==> src/rtl/mem_arbiter_pkg.sv <==
// Shared types and constants for the unified-memory arbiter (IF / DM sharing one single-port macro).
package mem_arbiter_pkg;

    localparam int unsigned LAT_CNT_W = 2;
    localparam int unsigned WORD_W    = 32;
    localparam int unsigned LANES     = 4;

    typedef enum logic [1:0] {
        IDLE    = 2'd0,
        BUSY_IF = 2'd1,
        BUSY_DM = 2'd2
    } state_e;

    localparam logic [1:0] SZ_WORD = 2'b00;
    localparam logic [1:0] SZ_HALF = 2'b01;
    localparam logic [1:0] SZ_BYTE = 2'b10;

    localparam logic GNT_IF = 1'b0;
    localparam logic GNT_DM = 1'b1;

    typedef struct packed {
        logic [LANES-1:0]  we;
        logic [WORD_W-1:0] wdata;
    } lane_t;

endpackage

==> src/rtl/mem_arbiter_lanes.sv <==
// Byte-lane steering for DM stores: size/offset -> little-endian byte enables and replicated data.
module mem_arbiter_lanes
    import mem_arbiter_pkg::*;
(
    input  logic [1:0]        size,
    input  logic [1:0]        addr_lo,
    input  logic [WORD_W-1:0] wdata,
    input  logic              we,
    output lane_t             lane
);

    always_comb begin
        lane.we    = 4'b0000;
        lane.wdata = wdata;
        case (size)
            SZ_HALF: begin
                lane.wdata = {2{wdata[15:0]}};
                lane.we    = addr_lo[1] ? 4'b1100 : 4'b0011;
            end
            SZ_BYTE: begin
                lane.wdata = {4{wdata[7:0]}};
                lane.we    = 4'b0001 << addr_lo;
            end
            SZ_WORD: lane.we = 4'b1111;
            default: lane.we = 4'b1111;
        endcase
        // loads and refused sc must not touch memory
        if (!we) begin
            lane.we = 4'b0000;
        end
    end

endmodule

==> src/rtl/mem_arbiter.sv <==
// Arbitrates one single-port memory between fetch (IF) and load/store (DM) with fixed MEM_LAT.
// Optional ll/sc link tracking is built when MEM_ARBITER_LLSC_EN is defined.
module mem_arbiter
    import mem_arbiter_pkg::*;
#(
    parameter int unsigned ADDR_W  = 32,
    parameter int unsigned DATA_W  = 32,
    parameter int unsigned MEM_LAT = 1
) (
    input  logic              clk,
    input  logic              rst_n,
    input  logic              if_req,
    input  logic [ADDR_W-1:0] if_addr,
    output logic              if_ack,
    output logic [DATA_W-1:0] if_rdata,
    input  logic              dm_req,
    input  logic              dm_we,
    input  logic [1:0]        dm_size,
    input  logic              dm_ll,
    input  logic              dm_sc,
    input  logic [ADDR_W-1:0] dm_addr,
    input  logic [DATA_W-1:0] dm_wdata,
    output logic              dm_ack,
    output logic [DATA_W-1:0] dm_rdata,
    output logic              dm_sc_ok,
    output logic              mem_en,
    output logic [3:0]        mem_we,
    output logic [ADDR_W-3:0] mem_addr,
    output logic [DATA_W-1:0] mem_wdata,
    input  logic [DATA_W-1:0] mem_rdata
);

    localparam int unsigned           WA_W     = ADDR_W - 2;
    localparam logic [LAT_CNT_W-1:0]  LAT_LOAD = LAT_CNT_W'(MEM_LAT - 1);

    state_e                state_q, state_d;
    logic [LAT_CNT_W-1:0]  cnt_q, cnt_d;
    logic                  last_q;
    logic                  gnt_if, gnt_dm;
    logic                  if_done, dm_done;
    logic                  sc_pass, store_ok;
    lane_t                 lane;
    logic [DATA_W-1:0]     if_rdata_q, dm_rdata_q;
    logic                  sc_ok_q;
    logic                  unused_bits;

    // lone requester wins; a tie goes to the port not served last (grants gated off during reset)
    always_comb begin
        gnt_if = 1'b0;
        gnt_dm = 1'b0;
        if (state_q == IDLE && rst_n) begin
            gnt_dm = dm_req && (!if_req || last_q == GNT_IF);
            gnt_if = if_req && (!dm_req || last_q == GNT_DM);
        end
    end

    assign if_done  = (state_q == BUSY_IF) && (cnt_q == '0);
    assign dm_done  = (state_q == BUSY_DM) && (cnt_q == '0);
    assign store_ok = dm_we && sc_pass;

    mem_arbiter_lanes u_lanes (
        .size    (dm_size),
        .addr_lo (dm_addr[1:0]),
        .wdata   (dm_wdata),
        .we      (store_ok),
        .lane    (lane)
    );

    // state register, latency counter and round-robin memory
    always_ff @(posedge clk or negedge rst_n) begin
        if (!rst_n) begin
            state_q <= IDLE;
            cnt_q   <= '0;
            last_q  <= GNT_IF;
        end else begin
            state_q <= state_d;
            cnt_q   <= cnt_d;
            if (gnt_dm) begin
                last_q <= GNT_DM;
            end else if (gnt_if) begin
                last_q <= GNT_IF;
            end
        end
    end

    always_comb begin
        state_d = state_q;
        cnt_d   = cnt_q;
        case (state_q)
            IDLE: begin
                if (gnt_dm) begin
                    state_d = BUSY_DM;
                    cnt_d   = LAT_LOAD;
                end else if (gnt_if) begin
                    state_d = BUSY_IF;
                    cnt_d   = LAT_LOAD;
                end
            end
            BUSY_IF, BUSY_DM: begin
                if (cnt_q == '0) begin
                    state_d = IDLE;
                end else begin
                    cnt_d = cnt_q - LAT_CNT_W'(1);
                end
            end
            default: state_d = IDLE;
        endcase
    end

    // grant-cycle strobe; read data passes through in the ack cycle and is held afterwards
    always_comb begin
        mem_en    = 1'b0;
        mem_we    = 4'b0000;
        mem_addr  = '0;
        mem_wdata = '0;
        if (gnt_dm) begin
            mem_en    = 1'b1;
            mem_we    = lane.we;
            mem_addr  = dm_addr[ADDR_W-1:2];
            mem_wdata = lane.wdata;
        end else if (gnt_if) begin
            mem_en    = 1'b1;
            mem_addr  = if_addr[ADDR_W-1:2];
        end
        if_ack   = if_done;
        dm_ack   = dm_done;
        if_rdata = if_done ? mem_rdata : if_rdata_q;
        dm_rdata = dm_done ? mem_rdata : dm_rdata_q;
        dm_sc_ok = dm_done && sc_ok_q;
    end

    always_ff @(posedge clk or negedge rst_n) begin
        if (!rst_n) begin
            if_rdata_q <= '0;
            dm_rdata_q <= '0;
            sc_ok_q    <= 1'b0;
        end else begin
            if (if_done) begin
                if_rdata_q <= mem_rdata;
            end
            if (dm_done) begin
                dm_rdata_q <= mem_rdata;
            end
            if (gnt_dm) begin
                sc_ok_q <= store_ok;
            end
        end
    end

`ifdef MEM_ARBITER_LLSC_EN
    logic            link_valid_q, txn_ll_q, txn_clr_q, link_hit;
    logic [WA_W-1:0] link_addr_q, txn_addr_q;

    assign link_hit    = link_valid_q && (link_addr_q == dm_addr[ADDR_W-1:2]);
    assign sc_pass     = !dm_sc || link_hit;
    assign unused_bits = ^if_addr[1:0];

    // transaction attributes are latched at grant since DM inputs may drop before ack
    always_ff @(posedge clk or negedge rst_n) begin
        if (!rst_n) begin
            link_valid_q <= 1'b0;
            link_addr_q  <= '0;
            txn_ll_q     <= 1'b0;
            txn_clr_q    <= 1'b0;
            txn_addr_q   <= '0;
        end else begin
            if (gnt_dm) begin
                txn_ll_q   <= dm_ll && !dm_we;
                txn_clr_q  <= dm_we && (dm_sc || link_hit);
                txn_addr_q <= dm_addr[ADDR_W-1:2];
            end
            if (dm_done) begin
                if (txn_ll_q) begin
                    link_valid_q <= 1'b1;
                    link_addr_q  <= txn_addr_q;
                end else if (txn_clr_q) begin
                    link_valid_q <= 1'b0;
                end
            end
        end
    end
`else
    assign sc_pass     = 1'b1;
    assign unused_bits = ^{if_addr[1:0], dm_ll, dm_sc};
`endif

endmodule
==> config.mk <==
export PLATFORM = sky130hd
export DESIGN_NAME = mem_arbiter
export DESIGN_NICKNAME = d
export VERILOG_FILES = /design/src/rtl/mem_arbiter_pkg.sv /design/src/rtl/mem_arbiter_lanes.sv /design/src/rtl/mem_arbiter.sv
export SDC_FILE = /design/constraint.sdc
export NUM_CORES = 1
export LEC_CHECK = 0
export ABC_AREA = 1
export CORE_MARGIN = 5
export CORE_UTILIZATION = 39
export DETAILED_ROUTE_END_ITERATION = 7
export PLACE_DENSITY = 0.95
export SYNTH_ARGS = -nofsm -noshare
export SYNTH_HDL_FRONTEND = slang
export SYNTH_HIERARCHICAL = 1
export SYNTH_SLANG_ARGS = --single-unit
==> constraint.sdc <==
create_clock -name clk -period 3.05 [get_ports clk]
set_input_delay 0.61 -clock clk [delete_from_list [all_inputs] [get_ports clk]]
set_output_delay 0.61 -clock clk [all_outputs]
set_load 0.02 [all_outputs]
## Word level (Yosys, flattened, before mapping)

Index checks and enable logic that the tools add are counted.
W data, S select, Z words.

| word-level totals | value |
|---|---|
| bits in registers | 70 |
| latch bits | 0 |
| RAM bits | 0 |
| bits in read-only memories | 0 |
| input port bits | 137 |
| output and inout port bits | 134 |
| logic and storage cells | 57 |
| memories kept | 0 |

| operators by class | value |
|---|---|
| $add $sub $neg | 1 |
| multiply operators | 0 |
| div/mod/pow operators | 0 |
| order comparisons | 0 |
| equal/unequal tests | 7 |
| shifts and indexed selects | 1 |
| multiplexer cells | 24 |
| bitwise logic cells | 1 |
| reduce and logical (&&, ||, !) cells | 17 |

Operators with widths:

| operator | number |
|---|---|
| $mux W32 | 3 |
| $pmux W32 S2 | 1 |
| $mux W30 | 2 |
| $mux W2 | 6 |
| $mux W4 | 3 |
| $pmux W2 S2 | 2 |
| $pmux W4 S2 | 1 |
| $logic_and A1 B1 Y1 | 6 |
| $mux W1 | 6 |
| $eq A2 B1 Y1 const B | 2 |
| $eq A2 B2 Y1 const B | 2 |
| $logic_not A2 Y1 | 2 |
| $ne A2 B2 Y1 const B | 2 |
| $reduce_bool A2 Y1 | 2 |
| $shl A1 B2 Y4 const A | 1 |
| $ne A3 B3 Y1 const B | 1 |
| $reduce_and A3 Y1 | 1 |
| $logic_not A1 Y1 | 2 |
| $logic_or A1 B1 Y1 | 2 |
| $reduce_and A2 Y1 | 1 |
| $reduce_or A2 Y1 | 1 |
| $sub A2 B1 Y2 const B | 1 |
| $not A1 Y1 | 1 |

## Longest topological paths before layout

Gate-level depths: netlist of the first run.

| depth | value |
|---|---|
| depth in word-level cells | 7 |
| gate-level depth with buffers | 9 |
| depth with buffers taken out | 8 |

## Hierarchy

Netlist of the first run, hierarchy kept.

Modules (own cells, without submodules):

| module | instances | cells an instance | area each (sq um) | sequential area each (sq um) |
|---|---|---|---|---|
| mem_arbiter | 1 | 464 | 3,474.6 | 1,751.7 |
| mem_arbiter_lanes | 1 | 112 | 540.5 | 0.0 |

## Least setup slack after synthesis of the first run

No wires, ideal clock.

| timing | value |
|---|---|
| path type | input to output |
| start | input port dm_size[0] |
| end | output port mem_wdata[28] |
| arrival time | 1,802 ps |
| required time | 2,440 ps |
| path slack | 638 ps |
| stages | 9 |
| path buffers | 2 |
| path through | inv_1 -> ha_1 -> buf_2 -> inv_2 -> buf_6 -> nand3_1 -> nand3_1 -> inv_1 -> nor2_1 |

RTL lines:

| element | RTL line | text |
|---|---|---|
| from (decl) | mem_arbiter.sv:18 | `input logic [1:0] dm_size,` |
| to (decl) | mem_arbiter.sv:29 | `output logic [DATA_W-1:0] mem_wdata,` |

==> results of run 1 <==
-- registers in the layout, summed over array words and instances (netlist names) --
name,cells
dm_rdata_q,32
sc_ok_q,1
cnt_q,2
state_q,2
if_rdata_q,32
last_q,1
-- power by group through the flow --
stage,clock network (mW),registers (mW),logic [mW]
global route,0.916,1.54,3.87
detailed placement,0,1.52,3.70
floorplan,0,1.48,1.87
CTS,0.876,1.50,3.68
finish,0.859,1.50,3.62
global placement,0,1.49,3.60
-- kinds of logic (layout without fill, tap and decap cells) --
logic type               Yosys count  count (layout)  share of synthesized area [%]
adder cells (fa/ha/maj)            7               7                           2.18
buffers and inverters            123             395                           13.9
flip-flops                        70              70                           43.6
AND/OR/NAND/NOR                  298             298                           30.5
AO/OA/AOI/OAI                     78              78                           9.82
-- worst max path at each step --
stage / from / endpoint / slack, ps
global placement: dm_size[0] / mem_wdata[27] / -290
floorplan: dm_size[0] / mem_wdata[28] / 640
CTS: dm_size[0] / mem_wdata[30] / 0.5
finish: dm_size[1] / mem_wdata[20] / 60
global route: dm_size[1] / mem_we[3] / -40
detailed placement: dm_size[0] / mem_wdata[24] / -330
-- placed cells by master (no fill, tap or decap), types with 2 or more instances in the layout --
cell type | Yosys | final
clkdlybuf4s50_1 | 0 | 181
inv_2 | 3 | 3
buf_4 | 11 | 24
clkbuf_8 | 0 | 9
o21ai_1 | 2 | 3
dfrtp_1 | 70 | 70
nor2_1 | 25 | 25
inv_1 | 83 | 83
nand3_1 | 31 | 31
nand2_1 | 217 | 215
a21oi_1 | 3 | 2
dlymetal6s2s_1 | 0 | 41
clkbuf_2 | 0 | 21
a21oi_2 | 1 | 2
clkdlybuf4s15_2 | 0 | 3
dlygate4sd2_1 | 0 | 16
o21ai_0 | 72 | 71
bufinv_16 | 0 | 2
nor2_2 | 22 | 22
inv_6 | 0 | 2
buf_12 | 0 | 5
ha_1 | 7 | 5
-- layout make-up --
type	instances	area share (%)
Tap cell	136	2.39
Sequential cell	70	24.6
Multi-Input combinational cell	383	24.4
Timing Repair Buffer	293	40.8
Clock buffer	9	1.74
Clock inverter	7	1.48
Inverter	86	4.54
-- Yosys cell counts (7+ instances only) --
library cell | instances | area [um^2]
nand2_1 | 217 | 815
inv_1 | 83 | 312
nand3_1 | 31 | 155
buf_4 | 11 | 82.6
ha_1 | 7 | 87.6
dfrtp_1 | 70 | 1750
nor2_2 | 22 | 138
buf_2 | 14 | 70.1
o21ai_0 | 72 | 360
clkbuf_1 | 8 | 30.0
nor2_1 | 25 | 93.8
-- metal layers --
metal / track usage (%) / up-vias
li1: - / 2273
met1: 25.5 / 2074
met2: 39.4 / 156
met3: 5.76 / 27
met4: 7.14 / 2
met5: 0 / -
-- through the flow --
stage	power [mW]	hold WS [ps]	TNS (ps)
after floorplan	3.35	314	0
after global placement	5.08	430	-6220
after detailed placement	5.22	432	-6770
after CTS	6.06	53.8	0
after global routing	6.33	55.9	-61.8
final	5.98	69.1	0
-- what timing repair did --
| item | 4_1_cts | 5_1_grt |
|---|---|---|
| pin swaps | 0 | 0 |
| resized for setup | 57 | 79 |
| endpoints found under the setup margin | 65 | 69 |
==> out/metrics.csv, run 1 <==
stage;metric;value;unit
run_status;outcome;complete, no violations;
detailed_routing;post-detailed-route count of antenna-violating nets;0;
finish;FILL cells;753;
worst_setup_path;cell mode on critical path;buf_4;
placement;placed insts;968;
sta;fin worst setup slack;63.6;ps
detailed_routing;met2 wire len;7670;um
die;number of core rows;37;
detailed_routing;Iteration-0 DRC Markers;286;
finish;n_diodes;0;
logic_synthesis;Cells after Synth;576;
detailed_routing;WL per Instance;14.8;um
clock_network;clock sinks;70;
detailed_routing;vias per cell;4.61;
logic_synthesis;Syn. warnings;6;
placement;gp weighted congestion;0.877;
finish;final core occ;69.8;%
logic_synthesis;Post-Syn Nets;720;
grt;initial antenna violation count;1;
logic_synthesis;Mean Syn Cell Area;6.97;um^2
clock_network;H-tree Lvls;3;
worst_setup_path;WP data required;2440;ps
die;Die Ht;111;um
finish;P&R area growth vs syn;77.0;%
clock_network;insertion delay to the later sink of the worst-skew pair;350;ps
finish;area of the multi-input gates;1730;um^2
placement;worst slack, placed;-326;ps
logic_synthesis;number of synthesized flops with an enable pin;0;
worst_setup_path;R2R cell count;8;
grt;Total Routing Usage GR;22.0;%
sta;Fin. Hold Viols;0;
die;Initial Util;39.4;%
die;die width;111;um
sta;fin. max-slew vios;0;
worst_setup_path;Reg2Reg Setup Slack;1460;ps
detailed_routing;1st-pass router iterations;4;
power;Peak VDD IR;565;uV
grt;pin count of the biggest net entering global routing;69;
logic_synthesis;Netlist cell types;20;
worst_setup_path;critical-path cell list;clkdlybuf4s50_1, buf_4, inv_1, ha_1, buf_4, nor2_2, buf_4, o21ai_1, inv_1, nor2_2, clkdlybuf4s15_1;
finish;layout cells sized above 1;12.1;%
clock_network;clk root buf;clkbuf_8;
power;pwr/cell area;841;nW/um^2
worst_setup_path;Reg2Reg Capture Point;cnt_q[1];
grt;first-pass GRT wire length;22300;um
run;max_cap viols;0;
power;cell-internal power;3.39;mW
clock_network;Hold-fix buffers, CTS;0;
logic_synthesis;synthesized flop and latch total;70;
finish;non-filler cells, final;984;
clock_network;total CTS buffers;9;
sta;period utilization;97.9;%
worst_setup_path;Arrival @ worst endpoint;2380;ps
worst_setup_path;slowest library cell on the worst path;clkdlybuf4s50_1;
placement;PortBufs;266;
power;Reg power frac;25.1;%
die;die area;12400;um^2
detailed_routing;uppermost layer routed;met5;
clock_network;post-CTS setup buffers;0;
grt;vias in the first global route;4453;
logic_synthesis;FFs w/ async S/R, synth;100;%
worst_setup_path;Worst setup EP type;output pin;
worst_setup_path;critical path class;input pin to output pin;
power;combinational power share;60.5;%
power;NetSw;2.59;mW
finish;Final #Nets;987;
worst_setup_path;WP depth;11;
sta;Max-slew headroom;45.2;%
sta;Least-Margin Pin Slew;822;ps
detailed_routing;met3 WL post-DR;942;um
clock_network;clk buf depth;2;
power;switching share of power;43.3;%
sta;Finish-stage setup viols;0;
finish;Reg area;1750;um^2
detailed_routing;wire length on met1;5570;um
logic_synthesis;register area share after synthesis;43.6;%
clock_network;CTS clk-pin slew, worst paths;80;ps
power;P_leak;4.11;nW
placement;Area after DPL;6870;um^2
sta;Max Fclk;335;MHz
finish;final instance area;7110;um^2
grt;gr ovfl total;0;
worst_setup_path;CP delay by family, top;buffers and inverters;
logic_synthesis;Top FF cell, synth;dfrtp_1;
sta;min Tclk post-route;2990;ps
detailed_routing;drt total wl;14500;um
die;Core ar.;10200;um^2
placement;DPL Wire Length;11400;um
power;Clk pwr share;14.4;%
logic_synthesis;area of the mapped netlist;4020;um^2
worst_setup_path;max incr delay on CP;520;ps
sta;RSZ-0062 raised after global routing;true;
worst_setup_path;RR Startpoint;state_q[0];
worst_setup_path;CP Launch Type;input pin;
worst_setup_path;crit-path max FO;6;
worst_setup_path;CP bufs+invs;7;
detailed_routing;Via Count;4532;
hold_path;Hold WC Path Type;input pin to asynchronous set/reset pin;
die;IO Pins;271;
detailed_routing;DRC Markers;0;
sta;clk_skew;7.32;ps
clock_network;CTS tree;built;
(Power assumes the default switching activity.)
==> run 2, diff against run 1 <==
--- a/config.mk
+++ b/config.mk
@@ -7,9 +7,11 @@
 export LEC_CHECK = 0
 export ABC_AREA = 1
 export CORE_MARGIN = 5
-export CORE_UTILIZATION = 39
+export CORE_UTILIZATION = 29
+export CTS_CLUSTER_SIZE = 30
 export DETAILED_ROUTE_END_ITERATION = 7
-export PLACE_DENSITY = 0.95
+export HOLD_SLACK_MARGIN = 0.05
+export PLACE_DENSITY = 0.77
 export SYNTH_ARGS = -nofsm -noshare
 export SYNTH_HDL_FRONTEND = slang
 export SYNTH_HIERARCHICAL = 1
==> run 2 against run 1 <==
  * Clock power grew 28%
  * Sequential share of layout area shrank 0.074 points
  * Via count shrank 5.5%
  * Final area grew 0.30%
  * Clock skew shrank 0.70 ps
  * Global-route usage shrank 6.5 points
  * Critical endpoint is now mem_wdata[23]
==> out/metrics.csv, run 2 (synthesis gave the netlist of run 1 again) <==
stage;metric;value;unit
run_status;outcome;complete, no violations;
finish;layout cells sized above 1;10.8;%
detailed_routing;DRC Markers;0;
sta;Least-Margin Pin Slew;841;ps
grt;first-pass GRT wire length;20500;um
die;Core ar.;13700;um^2
run;max_cap viols;0;
power;P_leak;3.60;nW
finish;FILL cells;1303;
finish;Reg area;1750;um^2
grt;pin count of the biggest net entering global routing;70;
placement;worst slack, placed;-357;ps
worst_setup_path;CP Launch Type;input pin;
sta;period utilization;97.1;%
power;Peak VDD IR;319;uV
clock_network;clock sinks;70;
hold_path;Hold WC Path Type;input pin to asynchronous set/reset pin;
detailed_routing;Via Count;4284;
die;IO Pins;271;
sta;Fin. Hold Viols;0;
finish;area of the multi-input gates;1720;um^2
sta;RSZ-0062 raised after global routing;false;
grt;Total Routing Usage GR;15.5;%
finish;highest-count cells in the layout ignoring fill and taps;230 x clkdlybuf4s50_1, 215 x nand2_1, 83 x inv_1;
grt;vias in the first global route;4116;
finish;Final #Nets;982;
worst_setup_path;crit-path max FO;17;
clock_network;clk root buf;clkbuf_16;
detailed_routing;drt total wl;13300;um
clock_network;clk buf depth;2;
finish;Largest regs;dm_rdata_q x32, if_rdata_q x32;
worst_setup_path;Worst setup EP type;output pin;
detailed_routing;WL per Instance;13.0;um
power;pwr/cell area;867;nW/um^2
worst_setup_path;Arrival @ worst endpoint;2350;ps
die;Die Ht;128;um
placement;Area after DPL;6880;um^2
detailed_routing;1st-pass router iterations;4;
detailed_routing;Iteration-0 DRC Markers;254;
placement;PortBufs;266;
die;number of core rows;43;
sta;Max Fclk;338;MHz
clock_network;CTS tree;built;
die;Initial Util;29.3;%
placement;DPL Wire Length;10700;um
grt;initial antenna violation count;1;
placement;gp weighted congestion;0.846;
detailed_routing;vias per cell;4.19;
die;die width;128;um
sta;fin worst setup slack;88.7;ps
clock_network;insertion delay to the later sink of the worst-skew pair;320;ps
worst_setup_path;critical path class;input pin to output pin;
grt;gr ovfl total;0;
sta;clk_skew;6.62;ps
clock_network;total CTS buffers;9;
finish;most common cell after layout, fill and taps aside;clkdlybuf4s50_1;
worst_setup_path;WP data required;2440;ps
sta;Max-slew headroom;43.9;%
die;die area;16300;um^2
detailed_routing;post-detailed-route count of antenna-violating nets;0;
worst_setup_path;R2R cell count;8;
sta;Finish-stage setup viols;0;
clock_network;CTS clk-pin slew, worst paths;60;ps
clock_network;post-CTS setup buffers;0;
sta;fin. max-slew vios;0;
finish;final instance area;7130;um^2
clock_network;Hold-fix buffers, CTS;0;
clock_network;H-tree Lvls;3;
finish;P&R area growth vs syn;77.5;%
sta;min Tclk post-route;2960;ps
finish;n_diodes;0;
==> run 2: cell types whose count changed in the layout (fill, tap and decap cells not counted), moves of 2 or more <==
cell / previous run / this run
dlymetal6s2s_1: 41 / 7
dlygate4sd2_1: 16 / 1
buf_4: 24 / 17
clkbuf_2: 21 / 19
buf_2: 1 / 3
clkdlybuf4s50_1: 181 / 230
clkdlybuf4s15_2: 3 / 0
clkbuf_16: 0 / 9
clkdlybuf4s15_1: 1 / 6
clkbuf_8: 9 / 0
==> run 2: critical path: stages <==
cell,delay (ps)
clkdlybuf4s50_1,480
inv_1,60
ha_2,330
inv_4,160
nand2_1,60
o21ai_0,160
inv_1,70
nor2_2,110
clkdlybuf4s15_1,300
==> run 2: cell type report <==
cell class                      instances  share of cell area (%)
Clock buffer                           10                    3.21
Clock inverter                          6                    1.32
Inverter                               86                    4.56
Multi-Input combinational cell        383                    24.1
Sequential cell                        70                    24.6
Tap cell                              180                    3.16
Timing Repair Buffer                  288                    39.1
==> run 2: stage by stage <==
step	hold WS, ps	total power, mW	setup TNS, ps	instances	utilization, %
floorplan	314	3.35	0	576	-
global placement	421	5.09	-8080	1007	50.2
detailed placement	423	5.15	-8550	1007	50.2
CTS	76.2	6.28	0	1023	52.4
global route	78.5	6.59	0	1023	52.0
finish	92.8	6.18	0	1023	52.0
==> run 2: routing by layer <==
metal  GRT usage, %  part of all wire (%)  vias to the layer above
li1               -                     -                     2264
met1           19.5                    42                     1836
met2           25.5                    48                      166
met3           4.79                   8.5                       16
met4           4.93                   1.5                        2
met5              0                 0.090                        -
==> run 2: power by group <==
part	internal [mW]	switching (mW)	total (mW)	leakage, nW
logic	1.58	2.00	3.58	2.58
clock network	0.721	0.383	1.10	0.153
registers	1.37	0.120	1.49	0.867
total	3.68	2.50	6.18	3.60
==> run 2: path summary, 6_finish.rpt <==
check / to / startpoint / slack [ps]
max reg2reg: cnt_q[1] / state_q[1] / 1510
min reg2reg: cnt_q[1] / cnt_q[1] / 470
max in group asynchronous: if_rdata_q[8] / rst_n / 1920
min: last_q / rst_n / 90
min in group clk: cnt_q[1] / cnt_q[1] / 470
max: mem_wdata[23] / dm_size[0] / 90
==> run 2: repair_timing <==
item / in CTS / in global routing
endpoints found under the setup margin: 28 / 58
pin swaps: 0 / 0
gates resized for setup: 41 / 48
==> run 3, diff against run 2 <==
--- a/config.mk
+++ b/config.mk
@@ -6,13 +6,13 @@
 export NUM_CORES = 1
 export LEC_CHECK = 0
 export ABC_AREA = 1
+export CORE_ASPECT_RATIO = 1.75
 export CORE_MARGIN = 5
 export CORE_UTILIZATION = 29
 export CTS_CLUSTER_SIZE = 30
 export DETAILED_ROUTE_END_ITERATION = 7
 export HOLD_SLACK_MARGIN = 0.05
-export PLACE_DENSITY = 0.77
+export PLACE_DENSITY = 0.79
 export SYNTH_ARGS = -nofsm -noshare
 export SYNTH_HDL_FRONTEND = slang
-export SYNTH_HIERARCHICAL = 1
 export SYNTH_SLANG_ARGS = --single-unit
==> run 3 against run 2 <==
  * Hold slack got worse by 20 ps
  * Clock-buffer cell count rose by 1
  * Critical path depth fell by 2
  * Maximum frequency fell by 0.76%
  * Largest power group unchanged
==> out/metrics.csv, run 3 <==
stage;metric;value;unit
run_status;outcome;complete, no violations;
sta;Fin. Hold Viols;0;
logic_synthesis;Synth top cells by count;192 x nand2_1, 75 x o21ai_0, 70 x dfrtp_1;
worst_setup_path;Worst Setup SP;dm_size[0];
worst_setup_path;max incr delay on CP;470;ps
placement;PortBufs;266;
power;Reg power frac;24.1;%
worst_setup_path;Worst setup EP type;output pin;
clock_network;Hold-fix buffers, CTS;0;
worst_setup_path;CP delay by family, top;buffers and inverters;
grt;Total Routing Usage GR;18.3;%
logic_synthesis;Post-Syn Nets;659;
grt;gr ovfl total;0;
placement;DPL Wire Length;11400;um
clock_network;clock sinks;70;
finish;FILL cells;1145;
placement;worst slack, placed;-277;ps
detailed_routing;met3 WL post-DR;1240;um
detailed_routing;met2 wire len;7560;um
logic_synthesis;Area contributors post-synth;dfrtp_1 48%, nand2_1 20%, o21ai_0 10%;
detailed_routing;DRC Markers;0;
sta;fin. max-slew vios;0;
grt;first-pass GRT wire length;21400;um
sta;RSZ-0062 raised after global routing;true;
finish;final instance area;7040;um^2
run;max_cap viols;0;
power;Clk pwr share;18.4;%
logic_synthesis;Top FF cell, synth;dfrtp_1;
worst_setup_path;crit-path max FO;16;
finish;P&R area growth vs syn;91.0;%
worst_setup_path;WP depth;7;
logic_synthesis;Cells after Synth;515;
detailed_routing;uppermost layer routed;met4;
sta;Max-slew headroom;43.0;%
clock_network;H-tree Lvls;3;
logic_synthesis;area of the mapped netlist;3680;um^2
sta;clk_skew;6.57;ps
worst_setup_path;critical path class;input pin to output pin;
finish;n_diodes;0;
logic_synthesis;post-synth top area share;47.6;%
die;Initial Util;29.5;%
power;cell-internal power;3.67;mW
grt;pin count of the biggest net entering global routing;69;
sta;Max Fclk;335;MHz
detailed_routing;WL per Instance;14.6;um
detailed_routing;post-detailed-route count of antenna-violating nets;0;
finish;layout cells sized above 1;7.68;%
logic_synthesis;register area share after synthesis;47.6;%
logic_synthesis;Yosys top cell by area;dfrtp_1;
clock_network;clk buf depth;2;
detailed_routing;vias per cell;4.44;
detailed_routing;1st-pass router iterations;4;
die;IO Pins;271;
placement;Area after DPL;6690;um^2
power;pwr/cell area;880;nW/um^2
logic_synthesis;synthesized flop and latch total;70;
power;NetSw;2.52;mW
worst_setup_path;RR Startpoint;state_q[1];
finish;Final #Nets;933;
die;die area;15100;um^2
grt;initial antenna violation count;0;
hold_path;Hold WC Path Type;input pin to asynchronous set/reset pin;
sta;fin worst setup slack;65.9;ps
clock_network;insertion delay to the later sink of the worst-skew pair;330;ps
sta;Finish-stage setup viols;0;
worst_setup_path;WP data required;2440;ps
logic_synthesis;Netlist cell types;21;
worst_setup_path;slowest library cell on the worst path;clkdlybuf4s50_1;
worst_setup_path;CP bufs+invs;4;
logic_synthesis;most frequent cell after synthesis;nand2_1;
finish;final core occ;56.3;%
finish;highest-count cells in the layout ignoring fill and taps;190 x nand2_1, 181 x clkdlybuf4s50_1, 75 x o21ai_0;
grt;vias in the first global route;4425;
finish;Largest regs;dm_rdata_q x32, if_rdata_q x32;
worst_setup_path;R2R cell count;8;
logic_synthesis;FFs w/ async S/R, synth;100;%
worst_setup_path;Arrival @ worst endpoint;2370;ps
worst_setup_path;CP Launch Type;input pin;
die;Core ar.;12500;um^2
worst_setup_path;critical-path cell list;clkdlybuf4s50_1, inv_1, ha_1, buf_4, nand2_1, a21oi_1, clkdlybuf4s15_1;
detailed_routing;Via Count;4268;
detailed_routing;wire length on met1;4570;um
logic_synthesis;number of synthesized flops with an enable pin;0;
clock_network;CTS clk-pin slew, worst paths;60;ps
die;Die Ht;159;um
power;combinational power share;57.4;%
die;die width;95.2;um
logic_synthesis;Syn. warnings;0;
clock_network;total CTS buffers;9;
sta;period utilization;97.8;%
sta;Least-Margin Pin Slew;855;ps
clock_network;clk root buf;clkbuf_16;
die;number of core rows;54;
detailed_routing;Iteration-0 DRC Markers;155;
power;Peak VDD IR;340;uV
sta;hold_ws;73.0;ps
sta;setup TNS;0;ps
placement;gp weighted congestion;0.832;
detailed_routing;drt total wl;14000;um
sta;min Tclk post-route;2980;ps
power;switching share of power;40.7;%
finish;most common cell after layout, fill and taps aside;nand2_1;
power;P_leak;3.92;nW
clock_network;CTS tree;built;
logic_synthesis;Mean Syn Cell Area;7.15;um^2
-- run 3: worst paths after layout --
| check | end | slack (ps) |
|---|---|---|
| min | last_q | 70 |
| min reg2reg | cnt_q[1] | 470 |
| max in group asynchronous | cnt_q[0] | 1940 |
| min in group clk | cnt_q[1] | 470 |
| max | mem_wdata[22] | 70 |
| max reg2reg | cnt_q[0] | 1500 |
-- run 3: final cells by class --
| cell class | count | area (um^2) | share of cell area [%] |
|---|---|---|---|
| Clock inverter | 5 | 81.3 | 1.16 |
| Tap cell | 168 | 210 | 2.99 |
| Clock buffer | 11 | 253 | 3.59 |
| Inverter | 58 | 219 | 3.11 |
| Timing Repair Buffer | 290 | 2940 | 41.8 |
| Multi-Input combinational cell | 360 | 1580 | 22.5 |
| Sequential cell | 70 | 1750 | 24.9 |
-- run 3: power groups by stage --
stage	registers (mW)	clock network [mW]	logic [mW]
2_1_floorplan	1.48	0	1.82
3_3_place_gp	1.49	0	3.65
3_5_place_dp	1.51	0	3.70
4_1_cts	1.50	1.17	3.65
5_1_grt	1.54	1.21	3.85
6_report	1.49	1.14	3.56
-- run 3: timing repair --
action                                  CTS  global route
gates resized for setup                  50            68
gates cloned                              0             0
endpoints found under the setup margin   48            63
setup buffers                             0             1
-- run 3: cell families (layout without fill, tap and decap cells) --
group / Yosys count / in the layout / share of synthesized area, %
adders and majority gates: 7 / 7 / 2.38
and+or+nand+nor: 259 / 259 / 27.4
AOI/OAI and AO/OA: 94 / 94 / 12.9
buffers and inverters: 85 / 364 / 9.71
DFF: 70 / 70 / 47.6
-- run 3: per-layer routing --
metal	global-route usage, %	vias to the layer above
met5	0	-
met4	9.66	0
met3	6.10	35
met2	34.1	185
met1	16.7	1903
li1	-	2145
-- run 3: worst reg2reg max path, cell delays in order, from the launching register on --
cell and delay [ps]:
dfrtp_1 380, inv_1 70, ha_2 310, inv_1 60, or2_2 310, nand2_1 110
nand2_1 80, nand2_1 70, nand2_1 50
-- run 3: through the flow --
stage / power (mW) / cells
finish: 6.19 / 962
global route: 6.61 / 962
CTS: 6.32 / 961
detailed placement: 5.21 / 945
global placement: 5.14 / 945
floorplan: 3.30 / 515
